File: src/rtl/mem_stage_pkg.sv
// Shared pipeline definitions for the memory stage and the MEM/WB register.
package mem_stage_pkg;

   // Writeback result select encodings
   localparam logic [1:0] RES_ALU  = 2'd0;
   localparam logic [1:0] RES_LOAD = 2'd1;
   localparam logic [1:0] RES_PC4  = 2'd2;
   localparam logic [1:0] RES_IMM  = 2'd3;

   // Load/store funct3 encodings
   localparam logic [2:0] F3_B  = 3'b000;
   localparam logic [2:0] F3_H  = 3'b001;
   localparam logic [2:0] F3_W  = 3'b010;
   localparam logic [2:0] F3_BU = 3'b100;
   localparam logic [2:0] F3_HU = 3'b101;

   typedef enum logic {
      ST_IDLE,
      ST_WAIT
   } mem_state_e;

   typedef struct packed {
      logic       valid;
      logic       RegWrite;
      logic [1:0] ResultSrc;
      logic [4:0] Rd;
   } memwb_ctrl_t;

   typedef struct packed {
      logic [31:0] ALUResult;
      logic [31:0] load_data;
      logic [31:0] PCPlus4;
      logic [31:0] ImmExt;
   } memwb_data_t;

   // Everything that must stay stable while a request is outstanding
   typedef struct packed {
      logic [31:0] addr;
      logic        we;
      logic [3:0]  be;
      logic [31:0] wdata;
      logic [2:0]  funct3;
      logic [1:0]  lo;
   } dmem_req_t;

   // Byte accesses are always aligned; halves need addr[0]=0; words need addr[1:0]=0
   function automatic logic is_aligned(input logic [2:0] funct3, input logic [1:0] lo);
      logic ok;
      case (funct3[1:0])
         2'b00:   ok = 1'b1;
         2'b01:   ok = ~lo[0];
         default: ok = (lo == 2'b00);
      endcase
      return ok;
   endfunction

endpackage

File: src/rtl/mem_stage_load_extend.sv
// Selects the addressed byte/half of a read word and sign/zero-extends it.
module load_extend
   import mem_stage_pkg::*;
(
   input  logic [2:0]  funct3_i,
   input  logic [1:0]  addr_lo_i,
   input  logic [31:0] rdata_i,
   output logic [31:0] data_o
);

   logic [7:0]  byte_sel;
   logic [15:0] half_sel;

   // Lane selection and extension by load type
   always_comb begin
      case (addr_lo_i)
         2'd0:    byte_sel = rdata_i[7:0];
         2'd1:    byte_sel = rdata_i[15:8];
         2'd2:    byte_sel = rdata_i[23:16];
         default: byte_sel = rdata_i[31:24];
      endcase
      half_sel = addr_lo_i[1] ? rdata_i[31:16] : rdata_i[15:0];
      case (funct3_i)
         F3_B:    data_o = {{24{byte_sel[7]}}, byte_sel};
         F3_H:    data_o = {{16{half_sel[15]}}, half_sel};
         F3_W:    data_o = rdata_i;
         F3_BU:   data_o = {24'd0, byte_sel};
         F3_HU:   data_o = {16'd0, half_sel};
         default: data_o = '0;
      endcase
   end

endmodule

File: src/rtl/mem_stage.sv
// RV32I memory stage: data-memory handshake, store lane steering, load
// extension and the writing side of the MEM/WB pipeline register.
module mem_stage
   import mem_stage_pkg::*;
#(
   parameter int unsigned XLEN = 32
) (
   input  logic            clk,
   input  logic            rst_n,
   input  logic            ex_valid,
   input  logic            ex_RegWrite,
   input  logic [1:0]      ex_ResultSrc,
   input  logic            ex_MemRead,
   input  logic            ex_MemWrite,
   input  logic [2:0]      ex_funct3,
   input  logic [XLEN-1:0] ex_ALUResult,
   input  logic [XLEN-1:0] ex_WriteData,
   input  logic [XLEN-1:0] ex_PCPlus4,
   input  logic [XLEN-1:0] ex_ImmExt,
   input  logic [4:0]      ex_Rd,
   output logic            dmem_req,
   output logic            dmem_we,
   output logic [XLEN-1:0] dmem_addr,
   output logic [XLEN-1:0] dmem_wdata,
   output logic [3:0]      dmem_be,
   input  logic            dmem_ready,
   input  logic [XLEN-1:0] dmem_rdata,
   output logic            stall_mem,
   output logic            misaligned,
   output logic            wb_valid,
   output logic            wb_RegWrite,
   output logic [1:0]      wb_ResultSrc,
   output logic [XLEN-1:0] wb_ALUResult,
   output logic [XLEN-1:0] wb_load_data,
   output logic [XLEN-1:0] wb_PCPlus4,
   output logic [XLEN-1:0] wb_ImmExt,
   output logic [4:0]      wb_Rd
);

   if (XLEN != 32) begin : g_xlen_check
      $error("mem_stage supports XLEN=32 only");
   end

   mem_state_e  state_q, state_d;
   dmem_req_t   req_now, req_q, req_sel;
   memwb_ctrl_t wb_ctrl_q, wb_ctrl_d;
   memwb_data_t wb_data_q, wb_data_d;
   logic        mis_q, mis_d;
   logic        is_mem, acc, mis_access;
   logic        req_raw, stall_raw, complete;
   logic [31:0] ext_data;

   assign is_mem     = ex_MemRead | ex_MemWrite;
   assign acc        = ex_valid & is_mem & is_aligned(ex_funct3, ex_ALUResult[1:0]);
   assign mis_access = ex_valid & is_mem & ~is_aligned(ex_funct3, ex_ALUResult[1:0]);

   // Build the request from EX/MEM; a load wins if both MemRead and MemWrite are set
   always_comb begin
      req_now.addr   = {ex_ALUResult[31:2], 2'b00};
      req_now.we     = ex_MemWrite & ~ex_MemRead;
      req_now.funct3 = ex_funct3;
      req_now.lo     = ex_ALUResult[1:0];
      req_now.be     = 4'b1111;
      req_now.wdata  = ex_WriteData;
      if (req_now.we) begin
         case (ex_funct3[1:0])
            2'b00: begin
               req_now.be    = 4'b0001 << ex_ALUResult[1:0];
               req_now.wdata = {4{ex_WriteData[7:0]}};
            end
            2'b01: begin
               req_now.be    = ex_ALUResult[1] ? 4'b1100 : 4'b0011;
               req_now.wdata = {2{ex_WriteData[15:0]}};
            end
            default: ;
         endcase
      end
   end

   // FSM state register
   always_ff @(posedge clk or negedge rst_n) begin
      if (!rst_n) state_q <= ST_IDLE;
      else        state_q <= state_d;
   end

   // FSM next state: wait only while an accepted access has no ready
   always_comb begin
      state_d = state_q;
      case (state_q)
         ST_IDLE: if (acc && !dmem_ready) state_d = ST_WAIT;
         ST_WAIT: if (dmem_ready)         state_d = ST_IDLE;
         default: state_d = ST_IDLE;
      endcase
   end

   // FSM outputs; request and stall are forced low while reset is asserted
   always_comb begin
      req_sel   = (state_q == ST_WAIT) ? req_q : req_now;
      req_raw   = (state_q == ST_WAIT) ? 1'b1 : acc;
      stall_raw = req_raw & ~dmem_ready;
      complete  = req_raw & dmem_ready;
   end

   assign dmem_req   = rst_n & req_raw;
   assign stall_mem  = rst_n & stall_raw;
   assign dmem_we    = req_sel.we;
   assign dmem_addr  = req_sel.addr;
   assign dmem_be    = req_sel.be;
   assign dmem_wdata = req_sel.wdata;

   // Freeze the request fields when an access is accepted in IDLE
   always_ff @(posedge clk or negedge rst_n) begin
      if (!rst_n)                             req_q <= '0;
      else if (state_q == ST_IDLE && acc)     req_q <= req_now;
   end

   load_extend u_load_extend (
      .funct3_i  (req_sel.funct3),
      .addr_lo_i (req_sel.lo),
      .rdata_i   (dmem_rdata),
      .data_o    (ext_data)
   );

   // MEM/WB next value: bubble on stall or empty slot, else capture EX/MEM
   always_comb begin
      wb_ctrl_d          = wb_ctrl_q;
      wb_ctrl_d.valid    = 1'b0;
      wb_ctrl_d.RegWrite = 1'b0;
      wb_data_d          = wb_data_q;
      mis_d              = 1'b0;
      if (!stall_raw && ex_valid) begin
         wb_ctrl_d.valid     = 1'b1;
         wb_ctrl_d.RegWrite  = ex_RegWrite & ~mis_access;
         wb_ctrl_d.ResultSrc = ex_ResultSrc;
         wb_ctrl_d.Rd        = ex_Rd;
         wb_data_d.ALUResult = ex_ALUResult;
         wb_data_d.load_data = (complete && !req_sel.we) ? ext_data : '0;
         wb_data_d.PCPlus4   = ex_PCPlus4;
         wb_data_d.ImmExt    = ex_ImmExt;
         mis_d               = mis_access;
      end
   end

   // MEM/WB register
   always_ff @(posedge clk or negedge rst_n) begin
      if (!rst_n) begin
         wb_ctrl_q <= '0;
         wb_data_q <= '0;
         mis_q     <= 1'b0;
      end else begin
         wb_ctrl_q <= wb_ctrl_d;
         wb_data_q <= wb_data_d;
         mis_q     <= mis_d;
      end
   end

   assign wb_valid     = wb_ctrl_q.valid;
   assign wb_RegWrite  = wb_ctrl_q.RegWrite;
   assign wb_ResultSrc = wb_ctrl_q.ResultSrc;
   assign wb_Rd        = wb_ctrl_q.Rd;
   assign wb_ALUResult = wb_data_q.ALUResult;
   assign wb_load_data = wb_data_q.load_data;
   assign wb_PCPlus4   = wb_data_q.PCPlus4;
   assign wb_ImmExt    = wb_data_q.ImmExt;
   assign misaligned   = mis_q;

endmodule

File: config.mk
export PLATFORM = sky130hd
export DESIGN_NAME = mem_stage
export DESIGN_NICKNAME = d
export VERILOG_FILES = /design/src/rtl/mem_stage_pkg.sv /design/src/rtl/mem_stage_load_extend.sv /design/src/rtl/mem_stage.sv
export SDC_FILE = /design/constraint.sdc
export NUM_CORES = 1
export LEC_CHECK = 0
export CELL_PAD_IN_SITES_DETAIL_PLACEMENT = 0
export CELL_PAD_IN_SITES_GLOBAL_PLACEMENT = 1
export CORE_ASPECT_RATIO = 0.8
export CORE_MARGIN = 8
export CORE_UTILIZATION = 35
export DETAILED_ROUTE_END_ITERATION = 7
export PLACE_DENSITY_LB_ADDON = 0.1
export SETUP_SLACK_MARGIN = 0.05
export SYNTH_ARGS = -nofsm -noshare
export SYNTH_HDL_FRONTEND = slang
export SYNTH_SLANG_ARGS = --single-unit
File: constraint.sdc
create_clock -name clk -period 3.3 [get_ports clk]
set_input_delay 0.495 -clock clk [delete_from_list [all_inputs] [get_ports clk]]
set_output_delay 0.495 -clock clk [all_outputs]
set_load 0.01 [all_outputs]
==> results of run 1 <==
[per-stage QoR]
step | total power, mW | hold slack (ns) | worst slack, ns | cells | area, um2
floorplan | 3.959 | 0.1994 | 0.9275 | 1118 | 9951
global placement | 5.052 | 0.3602 | 0.09625 | 1826 | 14240
detailed placement | 5.076 | 0.3589 | 0.09873 | 1826 | 14240
CTS | 7.840 | 0.4224 | 0.07752 | 1871 | 15050
global route | 8.159 | 0.4307 | 0.08502 | 1871 | 15060
finish | 7.731 | 0.4289 | 0.1740 | 1871 | 15060
[final timing paths]
path,from,end
worst max-delay path,ex_MemRead,dmem_wdata[19]
worst min-delay path,rst_n,wb_Rd[1]
worst max register to register,state_q,wb_load_data[21]
worst min register to register,wb_PCPlus4[29],wb_PCPlus4[29]
max in group asynchronous,rst_n,state_q
min in group clk,wb_PCPlus4[29],wb_PCPlus4[29]
[report_power, final]
| part | switching [mW] | internal [mW] | total [mW] |
|---|---|---|---|
| combinational | 0.902 | 0.973 | 1.87 |
| sequential | 0.205 | 2.93 | 3.14 |
| clock | 1.10 | 1.62 | 2.72 |
| total | 2.21 | 5.52 | 7.73 |
[routing by layer]
layer | routed length [um] | global-route usage | up-vias | share of wire
li1 | - | - | 4408 | -
met1 | 16300 | 0.2763 | 4315 | 0.44
met2 | 16800 | 0.3310 | 276 | 0.45
met3 | 3159 | 0.06903 | 45 | 0.085
met4 | 745 | 0.04689 | 4 | 0.020
met5 | 30 | 0 | - | 0.00081
[cell families after synthesis]
group,after synthesis
AND/OR/NAND/NOR,592
AO/OA/AOI/OAI,141
other,1
flip-flops,211
multiplexers,91
buffers and inverters,81
[sequential cells by signal, indices dropped and copies added, names as in the netlist]
register	flops
misaligned	1
req_q	72
state_q	1
wb_ALUResult	32
wb_ImmExt	32
wb_PCPlus4	32
wb_Rd	5
wb_RegWrite	1
wb_ResultSrc	2
wb_load_data	32
wb_valid	1
[worst max-delay path: stages]
cell	delay [ns]
clkdlybuf4s50_1	0.41
nand2b_2	0.26
nor2_2	0.16
buf_12	0.18
mux2_2	0.36
mux2_2	0.26
clkdlybuf4s50_1	0.49
[cells in the final DEF (no fill, tap or decap), types with 2 or more instances in the layout]
cell / count
a211oi_1: 17
dlymetal6s2s_1: 2
mux2i_1: 10
o21ai_1: 12
nor2_1: 18
o221ai_1: 6
inv_1: 3
nor2_2: 2
o21ai_0: 59
clkbuf_1: 5
clkbuf_8: 7
a22o_1: 6
clkinv_2: 7
buf_4: 27
o32a_1: 2
dfrtp_1: 210
nor4b_1: 7
nand2b_1: 5
o211ai_1: 7
mux2i_2: 2
mux4_2: 2
a21oi_1: 2
clkbuf_16: 25
a221oi_1: 7
nor2b_1: 2
buf_12: 5
nand2_1: 544
conb_1: 2
mux2_2: 77
or2_2: 2
a31oi_1: 11
and3b_1: 2
clkdlybuf4s50_1: 380
[cell type report]
class,instances,share of cell area
flip-flops and latches,211,0.3509
multi-input cells,826,0.2881
repair buffers,416,0.2760
clock buffers,37,0.04919
well taps,370,0.03074
clock inverters,7,0.003988
inverters,4,0.001080
[timing repair]
| action | CTS | global route |
|---|---|---|
| hold buffers | 1 | 0 |
| endpoints found under the setup margin | 0 | 11 |
| gates resized for setup | 0 | 3 |
| setup buffers | 0 | 0 |
| hold endpoints to repair | 25 | 0 |
==> results.json, run 1 <==
{
  "p_per_area_mw_per_mm2": 513.4,
  "htree_levels": 1,
  "synthFlopType": "dfrtp_1",
  "drive_above_1_share": 0.1126,
  "grt_pass1_vias": 9101,
  "relSlewSlack": 0.4731,
  "fmax_mhz": 319.9,
  "hp-class": "in -> async",
  "fillerInstances": 2633,
  "grt_usage": 0.2098,
  "wire_per_inst_um": 19.80,
  "root_buffer": "clkbuf_16",
  "multi_input_comb_area_mm2": 0.004338,
  "synth-simple-area-share": 0.2336,
  "synth_xor_area_frac": 0,
  "async_flop_share": 1.000,
  "cts_buffer_depth": 3,
  "fin_util": 0.5350,
  "numCtsBuffers": 24,
  "clk_pin_slew_ns": 0.06,
  "gp_congestion": 0.7855,
  "synthMuxAreaShare": 0.1045,
  "finalNetCount": 1660,
  "synthMostInstantiatedCell": "nand2_1",
  "slew_viol_final": 0,
  "grt_max_degree": 81,
  "firstDrtPassIters": 4,
  "max-cap-violations": 0,
  "worst_pin_slew_ns": 0.7903,
  "hold_violations": 0,
  "synth_top_cell_by_area": "dfrtp_1",
  "timing.critical_path.to_type": "output port",
  "insertion_delay_ns": 0.52,
  "antenna_found_initial": 2,
  "finalSetupViolCount": 0,
  "critPathRequiredTime_ns": 2.80,
  "syn_avg_cell_area_um2": 8.905,
  "synthTopCellsByArea": "dfrtp_1 53%, nand2_1 21%, mux2_2 8.7%",
  "route.detailed.drc": 0,
  "min_period_over_period": 0.9473,
  "totalWireLength_um": 37040,
  "post-route-min-period_ns": 3.126,
  "yosys-top-cells-count": "544 x nand2_1, 211 x dfrtp_1, 77 x mux2_2",
  "peakVddDrop_uv": 328.4,
  "leakagePower_nw": 6.838,
  "rrSetupSlack_ns": 0.72,
  "syn_area_mm2": 0.009947,
  "die_y_um": 166.8,
  "dieArea_mm2": 0.03410,
  "syn_to_final_growth_pct": 51.38,
  "skew_ns": 0.01144,
  "vias": 9048,
  "synth-seq-cells": 211,
  "start_util": 0.3534,
  "grt_first_pass_wirelength_um": 56730,
  "hpwl_um": 26640,
  "cts_sinks": 211,
  "cp.arrival_ns": 2.63,
  "design.portCount": 386,
  "dr.first_iter.drc_count": 500,
  "fin_tns_setup_ns": 0,
  "grt_overflow": 0,
  "seq_area_mm2": 0.005284,
  "path_class": "in -> out",
  "antennaDiodeCount": 0,
  "synth_compound_area_frac": 0.09346,
  "start_kind": "primary input",
  "die_w_um": 204.5,
  "reg2reg_depth": 6,
  "synth_fa_ha_area_frac": 0,
  "status": "complete, no violations",
  "synth_top_area_frac": 0.5308,
  "via_per_inst": 4.836,
  "ant_nets": 0,
  "core_mm2": 0.02815,
  "cts_tree": "yes",
  "synth_cell_types": 48,
  "synth-edff-count": 0,
  "placementRows": 55,
  "synth_top_family_by_area": "simple AND/OR/NAND/NOR gates",
  "crit_path_max_fanout": 23,
  "portBuffers": 383,
  "synth_cells": 1117,
  "synth-seq-area-share": 0.5308,
  "rsz0062_at_grt": "no",
  "yosysWarnings": 0
}
No activity file was read; power rests on OpenSTA's default activity.
==> run 2: changes to the inputs <==
- CTS_CLUSTER_DIAMETER: default -> 60
==> run 2 against run 1 <==
  * Die area stayed put
  * Clock-buffer cell count grew 3
  * Sequential power hardly changed
  * Utilization up 0.36 points
  * Register-to-register slack worse by 0.02 ns
  * Power increased by 3.3%
  * Clock skew grew 0.0093 ns
  * Via count rose by 0.48%
  * Largest power group unchanged
  * First-iteration DRC count fell by 2.6%
  * Combinational power is essentially flat
  * Critical path depth unchanged
  * Clock power grew 9.2%
==> results.json, run 2 (synthesis gave the netlist of run 1 again) <==
{
  "design.portCount": 386,
  "postCtsSetupRepairBufs": 0,
  "placedCellCount": 1826,
  "ant_nets": 0,
  "start_kind": "primary input",
  "cts_tree": "yes",
  "design_area_mm2": 0.01516,
  "seqPwrFrac": 0.393,
  "core_mm2": 0.02815,
  "layout_commonest_cell": "nand2_1",
  "crit_start": "ex_MemRead",
  "timing.critical_path.to_type": "output port",
  "fin_tns_setup_ns": 0,
  "totalWireLength_um": 37090,
  "grt_max_degree": 81,
  "antenna_found_initial": 2,
  "path_class": "in -> out",
  "critPathRequiredTime_ns": 2.80,
  "portBuffers": 383,
  "internal_power_mw": 5.735,
  "p_clk_frac": 0.372,
  "max-cap-violations": 0,
  "power.total_mw": 7.987,
  "start_util": 0.3534,
  "skew_ns": 0.02071,
  "drive_above_1_share": 0.1150,
  "worst_pin_slew_ns": 0.7935,
  "htree_levels": 1,
  "placementRows": 55,
  "hold_ws_ns": 0.4171,
  "dr.first_iter.drc_count": 487,
  "setup_ws_ns": 0.1631,
  "wire_per_inst_um": 19.78,
  "swShare": 0.2820,
  "die_y_um": 166.8,
  "gp_congestion": 0.7855,
  "post-route-min-period_ns": 3.137,
  "numCtsBuffers": 26,
  "finalNetCount": 1662,
  "insertion_delay_ns": 0.53,
  "syn_to_final_growth_pct": 52.42,
  "r2r_start": "state_q",
  "grt_usage": 0.2102,
  "grt_first_pass_wirelength_um": 56820,
  "p_sw_mw": 2.252,
  "dpl_cell_area_mm2": 0.01424,
  "via_per_inst": 4.849,
  "p_comb_frac": 0.235,
  "reg2reg_depth": 6,
  "status": "complete, no violations",
  "cts_buffer_depth": 3,
  "finalSetupViolCount": 0,
  "route.detailed.drc": 0,
  "regMostFlops": "req_q",
  "hold_violations": 0,
  "hpwl_um": 26640,
  "cts_sinks": 211,
  "firstDrtPassIters": 4,
  "instances_no_fill": 1875,
  "relSlewSlack": 0.4710,
  "peakVddDrop_uv": 334.9,
  "slew_viol_final": 0,
  "place_ws_ns": 0.09873,
  "grt_overflow": 0,
  "largest_reg_flops": 72,
  "dieArea_mm2": 0.03410,
  "min_period_over_period": 0.9506,
  "die_w_um": 204.5,
  "final_cell_mix": "544 x nand2_1, 380 x clkdlybuf4s50_1, 210 x dfrtp_1, 77 x mux2_2, 59 x o21ai_0",
  "rsz0062_at_grt": "no",
  "vias": 9091,
  "fmax_mhz": 318.8,
  "crit_path_max_fanout": 23,
  "cp.arrival_ns": 2.64,
  "p_per_area_mw_per_mm2": 526.8,
  "antennaDiodeCount": 0,
  "timing.rr.end": "wb_load_data[21]",
  "grt_pass1_vias": 9155,
  "rrSetupSlack_ns": 0.70,
  "clk_pin_slew_ns": 0.06,
  "leakagePower_nw": 6.876,
  "fin_util": 0.5387,
  "root_buffer": "clkbuf_16",
  "hp-class": "in -> async"
}
run 2: power groups by stage:
stage          combinational, mW  sequential (mW)  clock [mW]
2_1_floorplan              0.750             3.21           0
3_5_place_dp                1.90             3.18           0
3_3_place_gp                1.88             3.17           0
6_report                    1.88             3.14        2.97
4_1_cts                     1.91             3.14        3.06
5_1_grt                     2.06             3.18        3.16
run 2: worst max-delay path by stage:
stage | to | slack (ns) | cells past startpoint
floorplan | dmem_wdata[24] | 0.93 | 6
global placement | dmem_wdata[19] | 0.1 | 7
detailed placement | dmem_wdata[19] | 0.1 | 7
CTS | dmem_wdata[19] | 0.08 | 7
global route | dmem_wdata[19] | 0.09 | 7
finish | dmem_wdata[19] | 0.16 | 7
run 2: worst max-delay path, cell delays in order:
cell             delay [ns]
clkdlybuf4s50_1        0.41
nand2b_2               0.26
nor2_2                 0.16
buf_12                 0.18
mux2_2                 0.36
mux2_2                 0.26
clkdlybuf4s50_1        0.50
run 2: final cells by class:
cell class | count | area (um2)
fillers | 2628 | 12990
flip-flops and latches | 211 | 5284
multi-input cells | 826 | 4338
repair buffers | 416 | 4156
clock buffers | 40 | 804.5
well taps | 370 | 462.9
clock inverters | 8 | 98.84
inverters | 4 | 16.27
run 2: repair_timing:
item                                    CTS  global route
endpoints found under the setup margin    0            11
gates resized for setup                   0             3
endpoints found under the hold margin    25             0
hold buffers                              1             0
run 2: layer usage:
metal	GRT usage	share of wire	vias to the layer above
met4	0.04595	0.020	4
li1	-	-	4418
met3	0.06961	0.087	37
met1	0.2755	0.44	4346
met2	0.3333	0.45	286
met5	0	0.00067	-
==> run 3: changes to the inputs <==
- CORE_UTILIZATION: 35 -> 45
- DONT_BUFFER_PORTS: default -> 1
- clock period: 3.3 -> 3 ns (I/O delays scaled with it)
==> run 3 against run 2 <==
  * The flow now finishes with violations (hold timing)
  * Die area decreased by 20%
  * Clock power decreased by 12%
  * Flip-flop and latch count unchanged
  * Clock skew decreased by 0.0094 ns
  * Routed wire length decreased by 14%
  * Global-route usage increased by 1.3 points
  * Combinational power decreased by 47%
  * Power decreased by 9.6%
  * Final cell count decreased by 27%
  * Non-clock buffer count decreased by 395
  * Critical endpoint is now stall_mem
==> results.json, run 3 (synthesis gave the netlist of run 1 again) <==
{
  "cts_resized": 0,
  "largest_reg_flops": 72,
  "worst_pin_slew_ns": 0.7905,
  "postCtsSetupRepairBufs": 0,
  "start_kind": "register",
  "crit_path_max_fanout": 33,
  "cts_tree": "yes",
  "peakVddDrop_uv": 406.2,
  "finalSetupViolCount": 0,
  "grt_usage": 0.2236,
  "portBuffers": 0,
  "design.portCount": 386,
  "slowest_stage": "dfrtp_4",
  "insertion_delay_ns": 0.50,
  "layout_commonest_cell": "nand2_1",
  "fmax_mhz": 395.5,
  "cp_cell_sequence": "a31oi_1 -> nor2b_1 -> buf_4 -> nor2b_1",
  "critical-path-top-delay-family": "flip-flops",
  "hpwl_um": 22460,
  "die_w_um": 182.2,
  "violations": "hold timing",
  "seq_area_mm2": 0.005284,
  "placementRows": 48,
  "max-cap-violations": 0,
  "critPathRequiredTime_ns": 2.55,
  "fillerInstances": 2048,
  "grt_max_degree": 213,
  "grt_overflow": 0,
  "via_per_inst": 5.532,
  "rrSetupSlack_ns": 0.50,
  "regMostFlops": "req_q",
  "route.detailed.drc": 0,
  "fin_tns_setup_ns": 0,
  "wire_per_inst_um": 23.22,
  "leakagePower_nw": 5.222,
  "cp.arrival_ns": 2.08,
  "min_period_over_period": 0.8429,
  "clk_pin_slew_ns": 0.06,
  "p_per_area_mw_per_mm2": 664.8,
  "hold_violations": 211,
  "grt_pass1_vias": 7544,
  "core_mm2": 0.02162,
  "hold_ws_ns": -0.3553,
  "numCtsBuffers": 23,
  "rsz0062_at_grt": "no",
  "skew_ns": 0.01134,
  "path_class": "reg -> out",
  "antenna_found_initial": 0,
  "root_buffer": "clkbuf_16",
  "slew_viol_final": 0,
  "final_cell_mix": "544 x nand2_1, 210 x dfrtp_1, 77 x mux2_2, 59 x o21ai_0, 23 x clkbuf_16",
  "timing.rr.end": "wb_load_data[21]",
  "cts_buffer_depth": 3,
  "r2r_start": "state_q",
  "vias": 7607,
  "power.total_mw": 7.223,
  "dieArea_mm2": 0.02715,
  "finalNetCount": 1264,
  "post-route-min-period_ns": 2.529,
  "die_y_um": 149.0,
  "hp-class": "in -> async",
  "multi_input_comb_area_mm2": 0.004333,
  "dr.first_iter.drc_count": 663,
  "start_util": 0.4601,
  "drive_above_1_share": 0.1345,
  "grt_first_pass_wirelength_um": 47800,
  "reg2reg_depth": 5,
  "antennaDiodeCount": 0,
  "critPathMaxStageDelay_ns": 0.63,
  "cts_sinks": 211,
  "cp_common_cell": "nor2b_1",
  "hold_buffers": 1,
  "ant_nets": 0,
  "firstDrtPassIters": 4,
  "htree_levels": 1,
  "gp_congestion": 0.8101,
  "path_buf_inv": 1,
  "status": "complete, but fails checks",
  "relSlewSlack": 0.4713,
  "syn_to_final_growth_pct": 9.232,
  "totalWireLength_um": 31930,
  "timing.critical_path.to_type": "output port"
}
-- run 3: cell count changes in the layout (fill, tap and decap cells not counted), moves of 2 or more --
cell	before	now
clkdlybuf4s50_1	380	0
clkbuf_8	8	4
buf_4	27	16
dlymetal6s2s_1	2	0
clkbuf_16	27	23
clkinv_2	4	6
clkinvlp_4	2	0
bufinv_16	2	0
-- run 3: worst max path at each step --
stage,start,endpoint,slack (ns),cells after the start
final,state_q,stall_mem,0.47,4
after global routing,state_q,stall_mem,0.34,4
after CTS,state_q,stall_mem,0.45,4
after detailed placement,state_q,wb_load_data[30],0.51,5
after global placement,state_q,wb_load_data[23],0.54,5
after floorplan,ex_MemRead,dmem_wdata[24],0.72,6
-- run 3: final cells by class --
class                   count  area share
flip-flops and latches    211      0.4863
multi-input cells         826      0.3988
clock buffers              33     0.06011
well taps                 275     0.03167
repair buffers             21     0.01935
clock inverters             5    0.002303
inverters                   4    0.001497
-- run 3: worst register-to-register path: stages (launching register included) --
cell and delay, ns:
dfrtp_4 0.64, buf_4 0.38, mux2_2 0.40, a211oi_4 0.68, a211oi_1 0.10, o21ai_0 0.19
-- run 3: report_power, final --
group          internal [mW]  total [mW]  leakage, nW  switching (mW)
registers               3.23        3.60         2.63           0.379
logic                  0.395       0.995         2.25           0.599
clock network           1.50        2.62        0.339            1.12
-- run 3: stage by stage --
step	cell area, um2	instances	worst slack [ns]	util
after floorplan	9951	1118	0.7175	-
after global routing	10870	1375	0.3359	0.5025
after CTS	10870	1375	0.4512	0.5025
final	10870	1375	0.4713	0.5025
after detailed placement	10180	1336	0.5058	0.4707
after global placement	10180	1336	0.5395	0.4707
-- run 3: routing by layer --
metal / global-route usage / vias to the layer above / share of wire
met5: 0 / - / 0
met4: 0.04419 / 0 / 0.017
met3: 0.1052 / 33 / 0.13
met2: 0.3603 / 313 / 0.47
met1: 0.2724 / 3662 / 0.39
li1: - / 3599 / -
